## config.mk

```make
export PLATFORM = sky130hd
export DESIGN_NAME = column_sequencer
export DESIGN_NICKNAME = d
export VERILOG_FILES = /design/src/rtl/column_pkg.sv /design/src/rtl/cycle_timer.sv /design/src/rtl/column_sequencer.sv
export SDC_FILE = /design/constraint.sdc
export NUM_CORES = 1
export LEC_CHECK = 0
export ABC_CLOCK_PERIOD_IN_PS = 5000
export CORE_UTILIZATION = 58
export CTS_CLUSTER_SIZE = 8
export DETAILED_ROUTE_END_ITERATION = 7
export GPL_TIMING_DRIVEN = 0
export PLACE_DENSITY = 0.84
export SLEW_MARGIN = 20
export SYNTH_ARGS = -nofsm -noshare
export SYNTH_HDL_FRONTEND = slang
export SYNTH_SLANG_ARGS = --single-unit
```

## constraint.sdc

```tcl
create_clock -name clk -period 5 [get_ports clk]
set_clock_uncertainty 0.2 [all_clocks]
set_input_delay 1 -clock clk [delete_from_list [all_inputs] [get_ports clk]]
set_output_delay 1 -clock clk [all_outputs]
set_load 0.05 [all_outputs]
```

## src/rtl/column_pkg.sv

```systemverilog
// Shared definitions for the LED column sequencer: board column count,
// clock-derived drive limits and the sequencer state encoding.
package column_pkg;

  localparam int unsigned NB_COLUMNS   = 8;
  localparam int unsigned COL_W        = $clog2(NB_COLUMNS);
  localparam int unsigned CLK_FREQ_HZ  = 66_000_000;
  localparam int unsigned MAX_DRIVE_US = 10;

  // Converts a duration in whole microseconds to clk cycles.
  function automatic int unsigned us_to_cycles(input int unsigned us);
    return (CLK_FREQ_HZ / 1_000_000) * us;
  endfunction

  // LED overdrive limit expressed in clk cycles (660 at 66 MHz).
  localparam int unsigned MAX_DRIVE_CYCLES = us_to_cycles(MAX_DRIVE_US);

  typedef enum logic [2:0] {
    ST_IDLE      = 3'd0,
    ST_REQ       = 3'd1,
    ST_LATCH     = 3'd2,
    ST_BLANK     = 3'd3,
    ST_DRIVE     = 3'd4,
    ST_WAIT_DATA = 3'd5
  } state_t;

endpackage

```

## src/rtl/cycle_timer.sv

```systemverilog
// Loadable down-counter with a terminal-count flag.
// Ports:
//   clk, nrst    clock and async active-low reset
//   i_load       load i_load_val this cycle (takes priority over counting)
//   i_load_val   start value; the timer spans i_load_val+1 cycles
//   o_done_c     combinational, high while the count is zero
module cycle_timer #(
  parameter int unsigned WIDTH = 10
) (
  input  logic             clk,
  input  logic             nrst,
  input  logic             i_load,
  input  logic [WIDTH-1:0] i_load_val,
  output logic             o_done_c
);

  logic [WIDTH-1:0] r_count;

  // Count down to zero and hold there until reloaded.
  always_ff @(posedge clk or negedge nrst) begin
    if (!nrst) begin
      r_count <= '0;
    end else if (i_load) begin
      r_count <= i_load_val;
    end else if (r_count != '0) begin
      r_count <= r_count - WIDTH'(1);
    end
  end

  assign o_done_c = (r_count == '0);

endmodule

```

## src/rtl/column_sequencer.sv

```systemverilog
// Schedules one display slice across the LED columns: requests column data
// from the loader, latches it into the driver, blanks all columns, then
// drives a single column for a bounded time while prefetching the next one.
// Ports:
//   clk, nrst    66 MHz clock, async active-low reset
//   enable       sequencer allowed to run; low forces IDLE
//   slice_start  1-cycle pulse starting a new angular slice
//   data_ready   1-cycle loader ack for the column on load_col
//   clr_err      clears the sticky overrun flag
//   load_req     level request to the loader, load_col stable while high
//   load_col     column index being requested
//   latch        1-cycle driver LAT pulse
//   mux_out      one-hot column enable, decoded from state and column
//   slice_done   1-cycle pulse after the last column's drive
//   overrun      sticky: slice_start seen while busy
module column_sequencer
  import column_pkg::*;
#(
  parameter int unsigned DRIVE_CYCLES = MAX_DRIVE_CYCLES,
  parameter int unsigned BLANK_CYCLES = 16
) (
  input  logic       clk,
  input  logic       nrst,
  input  logic       enable,
  input  logic       slice_start,
  input  logic       data_ready,
  input  logic       clr_err,
  output logic       load_req,
  output logic [2:0] load_col,
  output logic       latch,
  output logic [7:0] mux_out,
  output logic       slice_done,
  output logic       overrun
);

  localparam int unsigned DRV_W = (DRIVE_CYCLES > 1) ? $clog2(DRIVE_CYCLES) : 1;
  localparam int unsigned BLK_W = (BLANK_CYCLES > 1) ? $clog2(BLANK_CYCLES) : 1;
  localparam int unsigned TW    = (DRV_W > BLK_W) ? DRV_W : BLK_W;
  localparam logic [COL_W-1:0] LAST_COL = COL_W'(NB_COLUMNS - 1);

  // Reject parameter values that would exceed the LED limit or stall.
  if (DRIVE_CYCLES > MAX_DRIVE_CYCLES || DRIVE_CYCLES < 1) begin : g_bad_drive
    $error("column_sequencer: DRIVE_CYCLES out of range");
  end
  if (BLANK_CYCLES < 1) begin : g_bad_blank
    $error("column_sequencer: BLANK_CYCLES must be at least 1");
  end

  state_t            r_state;
  state_t            w_next;
  logic [COL_W-1:0]  r_col;
  logic              r_pending;
  logic              r_load_req;
  logic [COL_W-1:0]  r_load_col;
  logic              r_latch;
  logic              r_slice_done;
  logic              r_overrun;

  logic [COL_W-1:0]  w_col_nxt;
  logic              w_pending_nxt;
  logic              w_load_req_nxt;
  logic [COL_W-1:0]  w_load_col_nxt;
  logic              w_latch_nxt;
  logic              w_slice_done_nxt;
  logic              w_overrun_nxt;
  logic              w_tmr_load;
  logic [TW-1:0]     w_tmr_val;
  logic              w_tmr_done;
  logic              w_ack;
  logic              w_pending_eff;
  logic              w_last_col;
  logic [7:0]        w_mux;

  // An ack only counts while a request is actually outstanding.
  assign w_ack         = data_ready & r_load_req;
  // An ack on the final drive cycle is honoured as if it came earlier.
  assign w_pending_eff = r_pending | w_ack;
  assign w_last_col    = (r_col == LAST_COL);

  cycle_timer #(
    .WIDTH (TW)
  ) u_timer (
    .clk        (clk),
    .nrst       (nrst),
    .i_load     (w_tmr_load),
    .i_load_val (w_tmr_val),
    .o_done_c   (w_tmr_done)
  );

  // State register.
  always_ff @(posedge clk or negedge nrst) begin
    if (!nrst) begin
      r_state <= ST_IDLE;
    end else begin
      r_state <= w_next;
    end
  end

  // Next-state logic.
  always_comb begin
    w_next = r_state;
    if (!enable) begin
      w_next = ST_IDLE;
    end else begin
      case (r_state)
        ST_IDLE:      if (slice_start) w_next = ST_REQ;
        ST_REQ:       if (w_ack) w_next = ST_LATCH;
        ST_LATCH:     w_next = ST_BLANK;
        ST_BLANK:     if (w_tmr_done) w_next = ST_DRIVE;
        ST_DRIVE: begin
          if (w_tmr_done) begin
            if (w_last_col) begin
              w_next = ST_IDLE;
            end else if (w_pending_eff) begin
              w_next = ST_LATCH;
            end else begin
              w_next = ST_WAIT_DATA;
            end
          end
        end
        ST_WAIT_DATA: if (w_ack) w_next = ST_LATCH;
        default:      w_next = ST_IDLE;
      endcase
    end
  end

  // Output / datapath next values, registered below.
  always_comb begin
    w_col_nxt        = r_col;
    w_pending_nxt    = r_pending;
    w_load_req_nxt   = r_load_req;
    w_load_col_nxt   = r_load_col;
    w_latch_nxt      = 1'b0;
    w_slice_done_nxt = 1'b0;
    w_tmr_load       = 1'b0;
    w_tmr_val        = '0;

    // Set wins over clear when both land in the same cycle.
    w_overrun_nxt = r_overrun;
    if (clr_err) w_overrun_nxt = 1'b0;
    if (slice_start && (r_state != ST_IDLE)) w_overrun_nxt = 1'b1;

    if (!enable) begin
      w_col_nxt      = '0;
      w_pending_nxt  = 1'b0;
      w_load_req_nxt = 1'b0;
      w_load_col_nxt = '0;
    end else begin
      case (r_state)
        ST_IDLE: begin
          if (slice_start) begin
            w_col_nxt      = '0;
            w_load_col_nxt = '0;
            w_load_req_nxt = 1'b1;
          end
        end
        ST_REQ: begin
          if (w_ack) begin
            w_load_req_nxt = 1'b0;
            w_latch_nxt    = 1'b1;
          end
        end
        ST_LATCH: begin
          w_tmr_load = 1'b1;
          w_tmr_val  = TW'(BLANK_CYCLES - 1);
        end
        ST_BLANK: begin
          if (w_tmr_done) begin
            w_tmr_load    = 1'b1;
            w_tmr_val     = TW'(DRIVE_CYCLES - 1);
            w_pending_nxt = 1'b0;
            // Prefetch the next column while this one is driven.
            if (!w_last_col) begin
              w_load_req_nxt = 1'b1;
              w_load_col_nxt = r_col + COL_W'(1);
            end
          end
        end
        ST_DRIVE: begin
          if (w_ack) begin
            w_pending_nxt  = 1'b1;
            w_load_req_nxt = 1'b0;
          end
          if (w_tmr_done) begin
            if (w_last_col) begin
              w_slice_done_nxt = 1'b1;
              w_col_nxt        = '0;
              w_load_col_nxt   = '0;
              w_load_req_nxt   = 1'b0;
              w_pending_nxt    = 1'b0;
            end else begin
              w_col_nxt = r_col + COL_W'(1);
              if (w_pending_eff) begin
                w_latch_nxt    = 1'b1;
                w_pending_nxt  = 1'b0;
                w_load_req_nxt = 1'b0;
              end
            end
          end
        end
        ST_WAIT_DATA: begin
          if (w_ack) begin
            w_load_req_nxt = 1'b0;
            w_latch_nxt    = 1'b1;
          end
        end
        default: begin
          w_col_nxt      = '0;
          w_pending_nxt  = 1'b0;
          w_load_req_nxt = 1'b0;
        end
      endcase
    end
  end

  // Registered outputs and datapath.
  always_ff @(posedge clk or negedge nrst) begin
    if (!nrst) begin
      r_col        <= '0;
      r_pending    <= 1'b0;
      r_load_req   <= 1'b0;
      r_load_col   <= '0;
      r_latch      <= 1'b0;
      r_slice_done <= 1'b0;
      r_overrun    <= 1'b0;
    end else begin
      r_col        <= w_col_nxt;
      r_pending    <= w_pending_nxt;
      r_load_req   <= w_load_req_nxt;
      r_load_col   <= w_load_col_nxt;
      r_latch      <= w_latch_nxt;
      r_slice_done <= w_slice_done_nxt;
      r_overrun    <= w_overrun_nxt;
    end
  end

  // Column enable is gated by reset so the LEDs go dark immediately.
  assign w_mux = (nrst && (r_state == ST_DRIVE)) ? (NB_COLUMNS'(1) << r_col) : '0;

  assign mux_out    = w_mux;
  assign load_req   = r_load_req;
  assign load_col   = r_load_col;
  assign latch      = r_latch;
  assign slice_done = r_slice_done;
  assign overrun    = r_overrun;

endmodule

```

==> impl_summary.txt <==
----------------------------------------------------
[Timing]
  Post-route setup TNS ... 0 ps
  Final Slew Violations ... 0
  Headroom to the max-slew limit ... 0.5639
  Minimum setup slack in the final design ... 995.9 ps
  Setup violation total in the final timing report ... 0
  Unrepaired setup endpoints after global routing ... false
  Final hold violation count ... 0
  Final cycle utilization of the critical path ... 0.8008
  Max Clock Freq ... 249.7 MHz
  Tightest Pin Transition ... 637.7 ps
  Minimum period implied by the final worst setup slack ... 4004 ps

[Global routing]
  First-pass GRT wire length ... 5892 um
  Via count of the first global-routing pass ... 1336
  Total gr overflow ... 0
  Number of antenna violations at the first check in global routing ... 0
  Global Route Usage Sum ... 0.2813
  Maximum number of pins on one net before global-route repair ... 26

[Place]
  Dpl cells ... 217
  Number of buffers added on ports ... 20
  Placed inst area ... 0.001807 mm^2
  Routability congestion estimate from global placement ... 0.9008
  Pre-CTS setup slack ... 124.0 ps
  Estimated wirelength of the detail-placed design ... 2711 um

[Route]
  Post-detailed-route DRC marker count ... 0
  Router iterations before antenna repair ... 4
  Vias per cell ... 6.231
  Post-detailed-route count of antenna-violating nets ... 0
  Wire length per cell ... 16.59 um
  Sum of routed wire length over all layers ... 3667 um
  First-iteration detailed-routing DRC count ... 50
  Number of vias after detailed routing ... 1377

[Final layout]
  Layout cell share with drive strength beyond 1 ... 0.07853
  Most common library cell in the layout ignoring fill and taps ... sky130_fd_sc_hd__dfrtp_1
  Layout net count ... 206
  Layout fillers ... 195
  Area overhead of the layout relative to synthesis ... 17.14%
  Final non-filler cell area ... 0.001838 mm^2
  Count of inserted antenna diode cells ... 0
  Post-route insts no fill ... 221
  Top library cells by usage in the layout, fill and taps aside ... 24 x sky130_fd_sc_hd__dfrtp_1, 19 x sky130_fd_sc_hd__clkdlybuf4s50_1, 15 x sky130_fd_sc_hd__nor2_1

[Synthesis]
  Cells after synthesis ... 167
  Dominant synthesized flop cell ... sky130_fd_sc_hd__dfrtp_1
  Count of synthesis-stage warnings from yosys ... 0
  Number of library cell types mapped by synthesis ... 51
  Flip-flop and latch count after synthesis ... 24
  Syn Area/Cell ... 9.395 um^2
  Share of flip-flops with an asynchronous set or reset after synthesis ... 1.000
  Post-synthesis sequential area ratio ... 0.3828
  Post-Syn Area ... 0.001569 mm^2
  Post-synth EDFFs ... 0
  Mapped Nets ... 181

[Setup path]
  Reg-to-Reg Start ... u_timer.r_count[0]
  Endpoint arrival time on the critical path ... 2800 ps
  Worst endpoint required time ... 3800 ps
  Highest fanout seen on the critical path ... 25
  Kind of end point of the critical path ... output pin
  Critical path class ... input port to output pin
  Launching element of the worst setup path ... nrst
  Worst Setup Start Kind ... input port

[Worst hold path]
  Type of the worst min-delay path ... flop to flop
  Hold path start ... overrun

[Power]
  Highest ir drop seen on vdd ... 401.7 uV
  Post-layout power ... 0.0009041 W
  Power density cells ... 491.9 mW/mm^2
  Static leakage ... 0.7977 nW

[Die]
  Total die area ... 0.002917 mm^2
  Core box area ... 0.002522 mm^2
  Starting utilization of the core area ... 0.6220
  I/O pin count ... 21
  Die outline height ... 54.01 um
  Standard-cell row count ... 18
  Horiz. Die Dim ... 54.01 um

[CTS]
  Sink Count ... 24
  Clock latency on the worst-skew pair ... 320 ps
  Clock tree from TritonCTS ... built
  Clock-pin slew reported for the worst setup and hold paths after clock tree synthesis ... 140 ps
  Number of CTS-inserted buffers ... 3
  Post-CTS Hold Buffers ... 0
  Buffers from clock root to sink, at most ... 2
  Number of cells upsized or downsized after cts ... 0
  Buffer count from post-CTS setup fixing ... 0
  Max H-tree Level ... 1
  Buffer type at the clock tree root ... sky130_fd_sc_hd__clkbuf_4

[Status]
  Result of the run ... complete, no violations

[Flow run]
  Max-capacitance violation count ... 0

----------------------------------------------------
==> cell usage after synthesis, types with 2 or more instances <==
master                      number  area, um^2
sky130_fd_sc_hd__nand2b_1        3       18.77
sky130_fd_sc_hd__nor3_1         10       50.05
sky130_fd_sc_hd__mux2_1          2       22.52
sky130_fd_sc_hd__and2_1          3       18.77
sky130_fd_sc_hd__a211oi_1        2       15.01
sky130_fd_sc_hd__a21oi_1         5       25.02
sky130_fd_sc_hd__clkbuf_1        5       18.77
sky130_fd_sc_hd__nor2_1         15       56.30
sky130_fd_sc_hd__a31oi_1         2       12.51
sky130_fd_sc_hd__mux2_2          3       33.78
sky130_fd_sc_hd__nor2b_1         2       12.51
sky130_fd_sc_hd__o22ai_1         5       31.28
sky130_fd_sc_hd__o211ai_1        2       15.01
sky130_fd_sc_hd__xor2_1          3       26.28
sky130_fd_sc_hd__dfrtp_1        24       600.6
sky130_fd_sc_hd__nand2_1        10       37.54
sky130_fd_sc_hd__a21boi_0        2       15.01
sky130_fd_sc_hd__inv_1          10       37.54
sky130_fd_sc_hd__o21ai_0         4       20.02
sky130_fd_sc_hd__a2111oi_0       2       17.52
sky130_fd_sc_hd__nand3_1         2       10.01
sky130_fd_sc_hd__nand4bb_1       2       22.52
sky130_fd_sc_hd__and3_1          7       43.79
sky130_fd_sc_hd__xnor2_1         3       26.28
sky130_fd_sc_hd__or3_1           2       12.51
sky130_fd_sc_hd__or2_2           2       12.51
sky130_fd_sc_hd__ha_1            8       100.1
sky130_fd_sc_hd__mux2i_1         4       40.04
==> logic make-up (layout without fill, tap and decap cells) <==
group,after synthesis,in the layout,synth area share
buffers and inverters,15,39,0.03589
adders and majority gates,8,8,0.06380
AOI/OAI and AO/OA,39,39,0.1826
muxes,9,9,0.06140
DFF,24,24,0.3828
xor gates and xnor gates,6,6,0.03350
and+or+nand+nor,66,66,0.2400
==> sequential cells by signal, indices dropped and copies added (netlist names) <==
register / count
r_col: 3
load_req: 1
latch: 1
u_timer.r_count: 10
overrun: 1
r_state: 3
slice_done: 1
load_col: 3
r_pending: 1
==> where the power goes <==
part           internal (W)  switching [W]
clock             0.0000446      0.0000630
combinational      0.000187       0.000291
sequential         0.000256      0.0000632
==> worst paths after layout <==
check | slack [ps] | cells past startpoint | end
max | 1000 | 4 | mux_out[5]
min | 320 | 1 | overrun
max reg2reg | 2420 | 6 | load_col[0]
min reg2reg | 320 | 1 | overrun
max in group asynchronous | 3780 | 1 | u_timer.r_count[6]
min in group asynchronous | 440 | 1 | load_req
==> worst max-delay path, cell delays in order <==
cell                              delay, ps
sky130_fd_sc_hd__buf_2                  460
sky130_fd_sc_hd__and3_1                 360
sky130_fd_sc_hd__and3_1                 180
sky130_fd_sc_hd__clkdlybuf4s50_1        800
==> routing by layer <==
layer,wire [um],track usage
met5,0,0
met4,36,0.09402
met3,199,0.04520
met2,1836,0.5041
met1,1595,0.3386
==> layout make-up <==
cell class | instances | area [um^2] | share of cell area
clock buffers | 4 | 36.28 | 0.01974
repair buffers | 20 | 195.2 | 0.1062
flip-flops and latches | 24 | 600.6 | 0.3268
inverters | 10 | 37.54 | 0.02042
plain buffers | 5 | 18.77 | 0.01021
well taps | 30 | 37.54 | 0.02042
multi-input cells | 128 | 912.1 | 0.4963
==> stage by stage <==
stage                       util  hold slack, ps
after CTS                 0.7307           331.1
after global placement    0.7163           290.3
after detailed placement  0.7163           298.6
final                     0.7287           324.4
after global routing      0.7287           343.8
after floorplan                -           320.9
No activity file was read; power rests on OpenSTA's default activity.
